===== src/rtl/uv_rom_arb.sv =====
// uv_rom_arb: two-master round-robin arbiter in front of a read-only memory.
// Master reads are forwarded to the ROM with zero latency.
// Master writes are absorbed locally and answered with an error response.
// Only one transaction is outstanding at a time.
//
// Ports:
//   clk, rst_n      clock, synchronous active-low reset
//   mst_req_*       per-master request channel (slice i = master i)
//   mst_rsp_*       per-master response channel (2-bit excp per master)
//   rom_req_*       request channel towards the ROM
//   rom_rsp_*       response channel from the ROM
module uv_rom_arb #(
  parameter int ALEN = 26,
  parameter int DLEN = 32,
  parameter int MLEN = DLEN / 8
) (
  input  logic              clk,
  input  logic              rst_n,
  input  logic [1:0]        mst_req_vld,
  output logic [1:0]        mst_req_rdy,
  input  logic [1:0]        mst_req_read,
  input  logic [2*ALEN-1:0] mst_req_addr,
  input  logic [2*MLEN-1:0] mst_req_mask,
  input  logic [2*DLEN-1:0] mst_req_data,
  output logic [1:0]        mst_rsp_vld,
  input  logic [1:0]        mst_rsp_rdy,
  output logic [3:0]        mst_rsp_excp,
  output logic [2*DLEN-1:0] mst_rsp_data,
  output logic              rom_req_vld,
  input  logic              rom_req_rdy,
  output logic              rom_req_read,
  output logic [ALEN-1:0]   rom_req_addr,
  output logic [MLEN-1:0]   rom_req_mask,
  output logic [DLEN-1:0]   rom_req_data,
  input  logic              rom_rsp_vld,
  output logic              rom_rsp_rdy,
  input  logic [1:0]        rom_rsp_excp,
  input  logic [DLEN-1:0]   rom_rsp_data
);

  typedef enum logic [1:0] {
    IDLE = 2'd0,
    WAIT = 2'd1,
    ERR  = 2'd2
  } state_t;

  state_t state_r;
  logic   ptr_r;        // preferred master when both request
  logic   owner_r;      // master that owns the outstanding transaction
  logic   lock_vld_r;   // a read was offered to the ROM but not taken
  logic   lock_idx_r;   // master that read was offered for

  logic   any_s;
  logic   grant_s;
  logic   grant_read_s;
  logic   accept_s;
  logic            own_vld_s;
  logic [1:0]      own_excp_s;
  logic [DLEN-1:0] own_data_s;

  // Grant selection: a stalled read keeps its grant so the ROM sees a stable
  // request; otherwise round-robin on the pointer, or the sole requester.
  always_comb begin
    any_s = |mst_req_vld;
    if (lock_vld_r && mst_req_vld[lock_idx_r]) begin
      grant_s = lock_idx_r;
    end else if (mst_req_vld == 2'b11) begin
      grant_s = ptr_r;
    end else if (mst_req_vld[1]) begin
      grant_s = 1'b1;
    end else begin
      grant_s = 1'b0;
    end
    grant_read_s = mst_req_read[grant_s];
  end

  // Request path: reads are forwarded to the ROM, writes are accepted locally.
  always_comb begin
    mst_req_rdy  = 2'b00;
    rom_req_vld  = 1'b0;
    accept_s     = 1'b0;
    rom_req_read = grant_read_s;
    rom_req_addr = grant_s ? mst_req_addr[2*ALEN-1:ALEN] : mst_req_addr[ALEN-1:0];
    rom_req_mask = grant_s ? mst_req_mask[2*MLEN-1:MLEN] : mst_req_mask[MLEN-1:0];
    rom_req_data = grant_s ? mst_req_data[2*DLEN-1:DLEN] : mst_req_data[DLEN-1:0];
    if (rst_n && (state_r == IDLE) && any_s) begin
      if (grant_read_s) begin
        rom_req_vld          = 1'b1;
        mst_req_rdy[grant_s] = rom_req_rdy;
        accept_s             = rom_req_rdy;
      end else begin
        mst_req_rdy[grant_s] = 1'b1;
        accept_s             = 1'b1;
      end
    end else begin
      accept_s = 1'b0;
    end
  end

  // Owner-side response: ROM pass-through in WAIT, local error in ERR.
  always_comb begin
    own_vld_s   = 1'b0;
    own_excp_s  = 2'b00;
    own_data_s  = {DLEN{1'b0}};
    rom_rsp_rdy = 1'b0;
    if (rst_n) begin
      case (state_r)
        WAIT: begin
          own_vld_s   = rom_rsp_vld;
          own_excp_s  = rom_rsp_excp;
          own_data_s  = rom_rsp_data;
          rom_rsp_rdy = mst_rsp_rdy[owner_r];
        end
        ERR: begin
          own_vld_s  = 1'b1;
          own_excp_s = 2'b01;
        end
        default: begin
          own_vld_s = 1'b0;
        end
      endcase
    end else begin
      own_vld_s = 1'b0;
    end
  end

  // Route the owner-side response onto the owner's slice; the other slice stays 0.
  always_comb begin
    if (owner_r) begin
      mst_rsp_vld  = {own_vld_s, 1'b0};
      mst_rsp_excp = {own_excp_s, 2'b00};
      mst_rsp_data = {own_data_s, {DLEN{1'b0}}};
    end else begin
      mst_rsp_vld  = {1'b0, own_vld_s};
      mst_rsp_excp = {2'b00, own_excp_s};
      mst_rsp_data = {{DLEN{1'b0}}, own_data_s};
    end
  end

  // Transaction FSM, round-robin pointer, owner and grant lock.
  always_ff @(posedge clk) begin
    if (!rst_n) begin
      state_r    <= IDLE;
      ptr_r      <= 1'b0;
      owner_r    <= 1'b0;
      lock_vld_r <= 1'b0;
      lock_idx_r <= 1'b0;
    end else begin
      case (state_r)
        IDLE: begin
          lock_vld_r <= rom_req_vld & ~rom_req_rdy;
          lock_idx_r <= grant_s;
          if (accept_s) begin
            ptr_r   <= ~grant_s;
            owner_r <= grant_s;
            state_r <= grant_read_s ? WAIT : ERR;
          end
        end
        WAIT: begin
          lock_vld_r <= 1'b0;
          if (rom_rsp_vld && mst_rsp_rdy[owner_r]) begin
            state_r <= IDLE;
          end
        end
        ERR: begin
          lock_vld_r <= 1'b0;
          if (mst_rsp_rdy[owner_r]) begin
            state_r <= IDLE;
          end
        end
        default: begin
          state_r    <= IDLE;
          lock_vld_r <= 1'b0;
        end
      endcase
    end
  end

endmodule


===== config.mk =====
export PLATFORM = sky130hd
export DESIGN_NAME = uv_rom_arb
export DESIGN_NICKNAME = d
export VERILOG_FILES = /design/src/rtl/uv_rom_arb.sv
export SDC_FILE = /design/constraint.sdc
export NUM_CORES = 1
export LEC_CHECK = 0
export ABC_AREA = 1
export CORE_AREA = 2 2 118 120
export CTS_CLUSTER_SIZE = 10
export DETAILED_ROUTE_END_ITERATION = 12
export DIE_AREA = 0 0 120 122
export PLACE_DENSITY_LB_ADDON = 0.25
export SYNTH_ARGS = -nofsm -noshare
export SYNTH_HDL_FRONTEND = slang
export SYNTH_SLANG_ARGS = --single-unit

===== constraint.sdc =====
create_clock -name clk -period 2 [get_ports clk]
set_input_delay 0.4 -clock clk [delete_from_list [all_inputs] [get_ports clk]]
set_output_delay 0.4 -clock clk [all_outputs]
set_load 0.05 [all_outputs]

==> results_dict.tcl, run 1 <==
set metrics [dict create \
    nFillCells 1163 \
    cts_tree "done" \
    ir_drop_uv 283.0 \
    synth_edf_count 0 \
    ioPinCount 305 \
    drcViolationCount 0 \
    synth_top_cell_area_share 0.4355 \
    syn_inst 383 \
    num_antenna_cells 0 \
    ys_seq_area_frac 0.07038 \
    syn-cell-area_um2 1707 \
    die_h_um 122 \
    die_w_um 120 \
    grt_overflow_total 0 \
    final_max_slew_viol_count 0 \
    area_growth_pct 346.3 \
    die-area_um2 14640 \
    hold_depth 2 \
    htreeDepth 1 \
    synth.largest_area_cell "nand2_1" \
    vias_per_cell 4.101 \
    cp_cell_sequence "inv_4, ha_4, inv_6, nor3_4, o21ai_2, nor2_2, buf_12" \
    whs_ns 0.5280 \
    core_area_um2 13500 \
    period_needed_ns 2.020 \
    cp-end-kind "output port" \
    worst-setup-path-type "reg2out" \
    status "finished, violations left" \
    finClkSkew_ns 0.002992 \
    place_congestion 0.7927 \
    start_util 0.1264 \
    final_nets 905 \
    drv_cap 0 \
    synth-async-reset-ratio 0 \
    violations "negative setup slack" \
    cp.required_ns 1.60 \
    clock-sinks 6 \
    slowest_delay_ns 0.37 \
    hp-class "reg2reg" \
    cp_max_fo 3 \
    rows 43 \
    fin_crit_sh 1.010 \
    grt_pass1_wl_um 19070 \
    r2r_setup_slack_ns 0.44 \
    insertion_delay_ns 0.22 \
    final_hold_viol_count 0 \
    grt_usage 0.1636 \
    cts_buffer_depth 2 \
    postLayoutCoreUtil 0.5641 \
    antenna_found_initial 0 \
    io_buffers 304 \
    wl_um 13440 \
    critical_path_arrival_ns 1.62 \
    rr_worst_depth 10 \
    rsz0062_at_grt "true" \
    layout-drive-gt1-share 0.3921 \
    hold_buffers 0 \
    startpoint_type "register" \
    synth_warnings 0 \
    synth.most_common_cell "nand2_1" \
    slowest_stage "dfxtp_4" \
    postRouteAntennaNets 0 \
    synth-seq-cells 6 \
    syn_area_per_cell_um2 4.456 \
    synth_area_leaders "nand2_1 (44%), nor3_1 (20%), inv_1 (10%)" \
    grt_max_degree 37 \
    drt_iter0_markers 108 \
    synth-main-ff-cell "dfxtp_1" \
    fmax_ghz 0.4950 \
    dpl.hpwl_um 10560 \
    wl_per_cell_um 14.74 \
    grt_pass1_vias 3657 \
    vias 3740 \
    p_total_uw 4454 \
    numCtsBuffers 3 \
    syn_nets 554 \
    synth.distinct_cells 18 \
    cts_root_buf "clkbuf_16" \
    dr.pass1.iters 4 \
    slew-limit-headroom 0.7834 \
    setup_slack_ns -0.02018 \
    p_per_area_nw_per_um2 584.7 \
    clk_pin_slew_ns 0.03 \
    synth_commonest_cells "nand2_1 (198), nor3_1 (67), inv_1 (47), clkbuf_1 (16), nor2_1 (14)" \
    setup_viol 1 \
    tightest_slew_ns 0.3222 \
    p_leak_uw 0.003548 \
]
## per-layer routing
| metal | track usage | part of all wire | vias up | wire length [um] |
|---|---|---|---|---|
| met5 | 0 | 0 | - | 0 |
| met4 | 0.01765 | 0.0042 | 0 | 56 |
| met3 | 0.04213 | 0.087 | 4 | 1169 |
| met2 | 0.3253 | 0.55 | 191 | 7418 |
| met1 | 0.1777 | 0.36 | 1670 | 4797 |
| li1 | - | - | 1875 | - |
## final cells by class
class                      instances  area (um2)  share of cell area
timing repair buffer             372        5152              0.6764
multi-input combinational        301        1831              0.2403
tap                              180       225.2             0.02957
inverter                          50       205.2             0.02694
sequential                         6       128.9             0.01692
clock buffer                       3       75.07            0.009855
## through the flow
| step | worst slack, ns | instance area [um2] | setup TNS, ns | std cells |
|---|---|---|---|---|
| floorplan | -0.2895 | 2087 | -9.262 | 383 |
| global placement | -0.2450 | 7104 | -15.32 | 895 |
| detailed placement | -0.2903 | 7104 | -20.53 | 895 |
| CTS | -0.03128 | 7362 | -0.1784 | 905 |
| global route | -0.06579 | 7617 | -0.5354 | 912 |
| finish | -0.02018 | 7617 | -0.02018 | 912 |
## power breakdown
part / internal, uW / switching, uW
sequential: 164 / 34.5
combinational: 1870 / 2070
clock: 256 / 58.8
## registers in the layout, summed over array words and instances (netlist names)
name        count
owner_r         1
ptr_r           1
state_r         2
lock_vld_r      1
lock_idx_r      1
## placed cells by master, fill, tap and decap left out, types with 2 or more instances in the layout
| cell type | count |
|---|---|
| nand2_1 | 191 |
| nand2_4 | 2 |
| o21a_1 | 2 |
| inv_4 | 3 |
| dfxtp_1 | 3 |
| buf_4 | 49 |
| ha_4 | 2 |
| nor2_1 | 7 |
| o21ai_2 | 2 |
| a21oi_1 | 3 |
| nor3_1 | 22 |
| buf_12 | 142 |
| o21ai_0 | 2 |
| nand3_1 | 4 |
| buf_16 | 4 |
| inv_1 | 44 |
| dfxtp_4 | 2 |
| buf_6 | 6 |
| nand2_2 | 5 |
| inv_6 | 2 |
| clkdlybuf4s50_1 | 164 |
| nor2_2 | 5 |
| clkbuf_16 | 7 |
| dlygate4sd2_1 | 2 |
| nor3_2 | 14 |
| nor3_4 | 31 |
| nor2_4 | 2 |
## path summary, 6_finish.rpt
| kind | start | to |
|---|---|---|
| setup reg to reg | state_r[0] | state_r[1] |
| setup / recovery | state_r[0] | mst_rsp_excp[2] |
| hold reg to reg | state_r[0] | state_r[0] |
| hold / removal | state_r[0] | state_r[0] |
## critical path, delay by kind of cell (launching register included)
family / cells / cell delay [ns]
simple gates: 2 / 0.40
fa+ha+maj: 1 / 0.28
flops: 1 / 0.37
buf+inv: 3 / 0.25
compound gates: 1 / 0.11
## repair_timing
| item | CTS | global route |
|---|---|---|
| cloned | 3 | 6 |
| gates resized for setup | 28 | 32 |
| pin swaps | 7 | 8 |
| endpoints found under the hold margin | 0 | 0 |
| setup buffers | 4 | 1 |
| endpoints found under the setup margin | 134 | 83 |
## cell families after synthesis
group / share of synthesized area
AOI/OAI and AO/OA: 0.03665
adders and majority gates: 0.02200
buffers and inverters: 0.1826
DFF: 0.07038
and+or+nand+nor: 0.6884
Power figures use the tool's default switching activity.
==> inputs of run 2 (changes only) <==
Settings changed: ABC_CLOCK_PERIOD_IN_PS set to 2000.
==> results of run 2 <==
Final layout, timing and power as in run 1 (identical DEF).
==> variant, RTL diff (config.mk and constraints of run 1) <==
Re-encode `state_t` (3 states) as one-hot, 3 bits wide.
--- a/src/rtl/uv_rom_arb.sv
+++ b/src/rtl/uv_rom_arb.sv
@@ -40,6 +40,6 @@
 
-  typedef enum logic [1:0] {
-    IDLE = 2'd0,
-    WAIT = 2'd1,
-    ERR  = 2'd2
+  typedef enum logic [2:0] {
+    IDLE = 3'b001,
+    WAIT = 3'b010,
+    ERR  = 3'b100
   } state_t;
Behaviour: no difference found for any inputs over 10 cycles, from zero or initial values and one cycle with rst_n low; not proved beyond that.
==> variant against run 1 <==
Design area rose by 9.3%. Register-to-register slack better by 0.06 ns. Die area is the same. Sequential cell count increased by 1. Utilization up 5.2 points. Area after synthesis rose by 11%. The flow still finishes with violations (negative setup slack). Setup slack worse by 0.16 ns. Hold slack got worse by 0.0097 ns. Power is 16% lower. Routed wire length is 10% higher.
==> variant: results (changes against run 1) <==
[worst_setup_path]
r2r_slack_ns=0.50  ; was 0.44 ns
arrival_ns=1.78  ; was 1.62 ns
startpoint=state_r[2]  ; was state_r[0]
crit_fanout=7  ; was 3
worstSetupEndpoint=mst_rsp_data[11]  ; was mst_rsp_excp[2]
r2r_start=lock_vld_r  ; was state_r[0]

[routing]
wire_per_inst_um=16.1  ; was 14.7 µm
drt-initial-drc-count=107  ; was 108
vias=3842  ; was 3,740

[timing]
setup-tns-final_ns=-5.01  ; was -0.0202 ns
setup_ws_ns=-0.179  ; was -0.0202 ns
setup_viol=63  ; was 1
skew_ns=0.00164  ; was 0.00299 ns

[pwr]
p_leak_nw=3.79  ; was 3.55 nW
ir_drop_uv=264  ; was 283 µV

[synth]
ys_seq_area_share_pct=7.43  ; was 7.04%
synth.area.top_cells=nand2_1, nor3_2, nor3_1  ; was nand2_1, nor3_1, inv_1

[layout]
nets=909  ; was 905
largest_reg_flops=3  ; was 2
drive_gt1_share_pct=51.4  ; was 39.2%

[place]
place_ws_ns=-0.379  ; was -0.290 ns
placed_area_um2=7020  ; was 7100 µm²
dp.final_hpwl_mm=10.6  ; about the same

[status]
status=complete, but fails checks  ; unchanged
violations=negative setup slack  ; unchanged

[global_route]
grt_pass1_vias=3741  ; was 3,657

[variant: cell type report]
type / instances / area (µm²)
repair buffers: 377 / 5420
fillers: 1085 / 5180
multi-input cells: 299 / 2210
inverters: 52 / 234
well taps: 180 / 225
flip-flops and latches: 7 / 146
clock buffers: 4 / 78.8
repair inverters: 1 / 11.3
[variant: repair_timing]
| action | CTS | global route |
|---|---|---|
| resized for setup | 79 | 130 |
| cloned | 9 | 9 |
| buffers inserted | 10 | 8 |
| pin swaps | 8 | 15 |
| setup endpoints to repair | 136 | 120 |
[variant: cells by family (layout without fill, tap and decap cells)]
| logic type | count (synthesis) | after routing | synth area share [%] |
|---|---|---|---|
| buffers and inverters | 79 | 434 | 18.2 |
| AND/OR/NAND/NOR | 289 | 289 | 71.7 |
| AO/OA/AOI/OAI | 10 | 10 | 2.65 |
| flip-flops | 7 | 7 | 7.43 |
[variant: stage by stage]
| stage | instances | power, W | hold slack, ns | utilization (%) |
|---|---|---|---|---|
| 2_1_floorplan | 385 | 0.00143 | 0.473 | - |
| 3_3_place_gp | 890 | 0.00288 | 0.483 | 52.0 |
| 3_5_place_dp | 890 | 0.00292 | 0.520 | 52.0 |
| 4_1_cts | 909 | 0.00350 | 0.497 | 57.5 |
| 5_1_grt | 920 | 0.00390 | 0.538 | 61.6 |
| 6_report | 920 | 0.00375 | 0.518 | 61.6 |
[variant: how the worst min path moves through the flow]
stage / to / slack, ns / start / cells after the start
floorplan: state_r[1] / 0.47 / state_r[1] / 2
global placement: state_r[1] / 0.48 / state_r[1] / 2
detailed placement: ptr_r / 0.52 / ptr_r / 2
CTS: state_r[1] / 0.50 / state_r[1] / 2
global route: state_r[1] / 0.54 / state_r[1] / 2
finish: state_r[1] / 0.52 / state_r[1] / 2
[variant: routing by layer]
metal  wire length [µm]  up-vias  GRT usage, %
met2               8590      193          35.9
met1               4980     1752          18.3
met4                 65        0          2.35
li1                   -     1892             -
met5                  0        -             0
met3               1170        5          4.07
[variant: critical path, cell delays in order, from the launching register on]
cell       delay, ns
dfxtp_2         0.32
nor3_4          0.19
inv_2           0.06
nor2_4          0.16
clkinv_8        0.10
bufbuf_16       0.29
nor3_2          0.14
buf_4           0.15
buf_12          0.12
[variant: power groups by stage]
stage               registers, W  logic [W]  clock network, W
floorplan               0.000198    0.00124                 0
global placement        0.000204    0.00268                 0
detailed placement      0.000208    0.00271                 0
CTS                     0.000208    0.00295          0.000346
global route            0.000217    0.00333          0.000353
finish                  0.000215    0.00319          0.000340
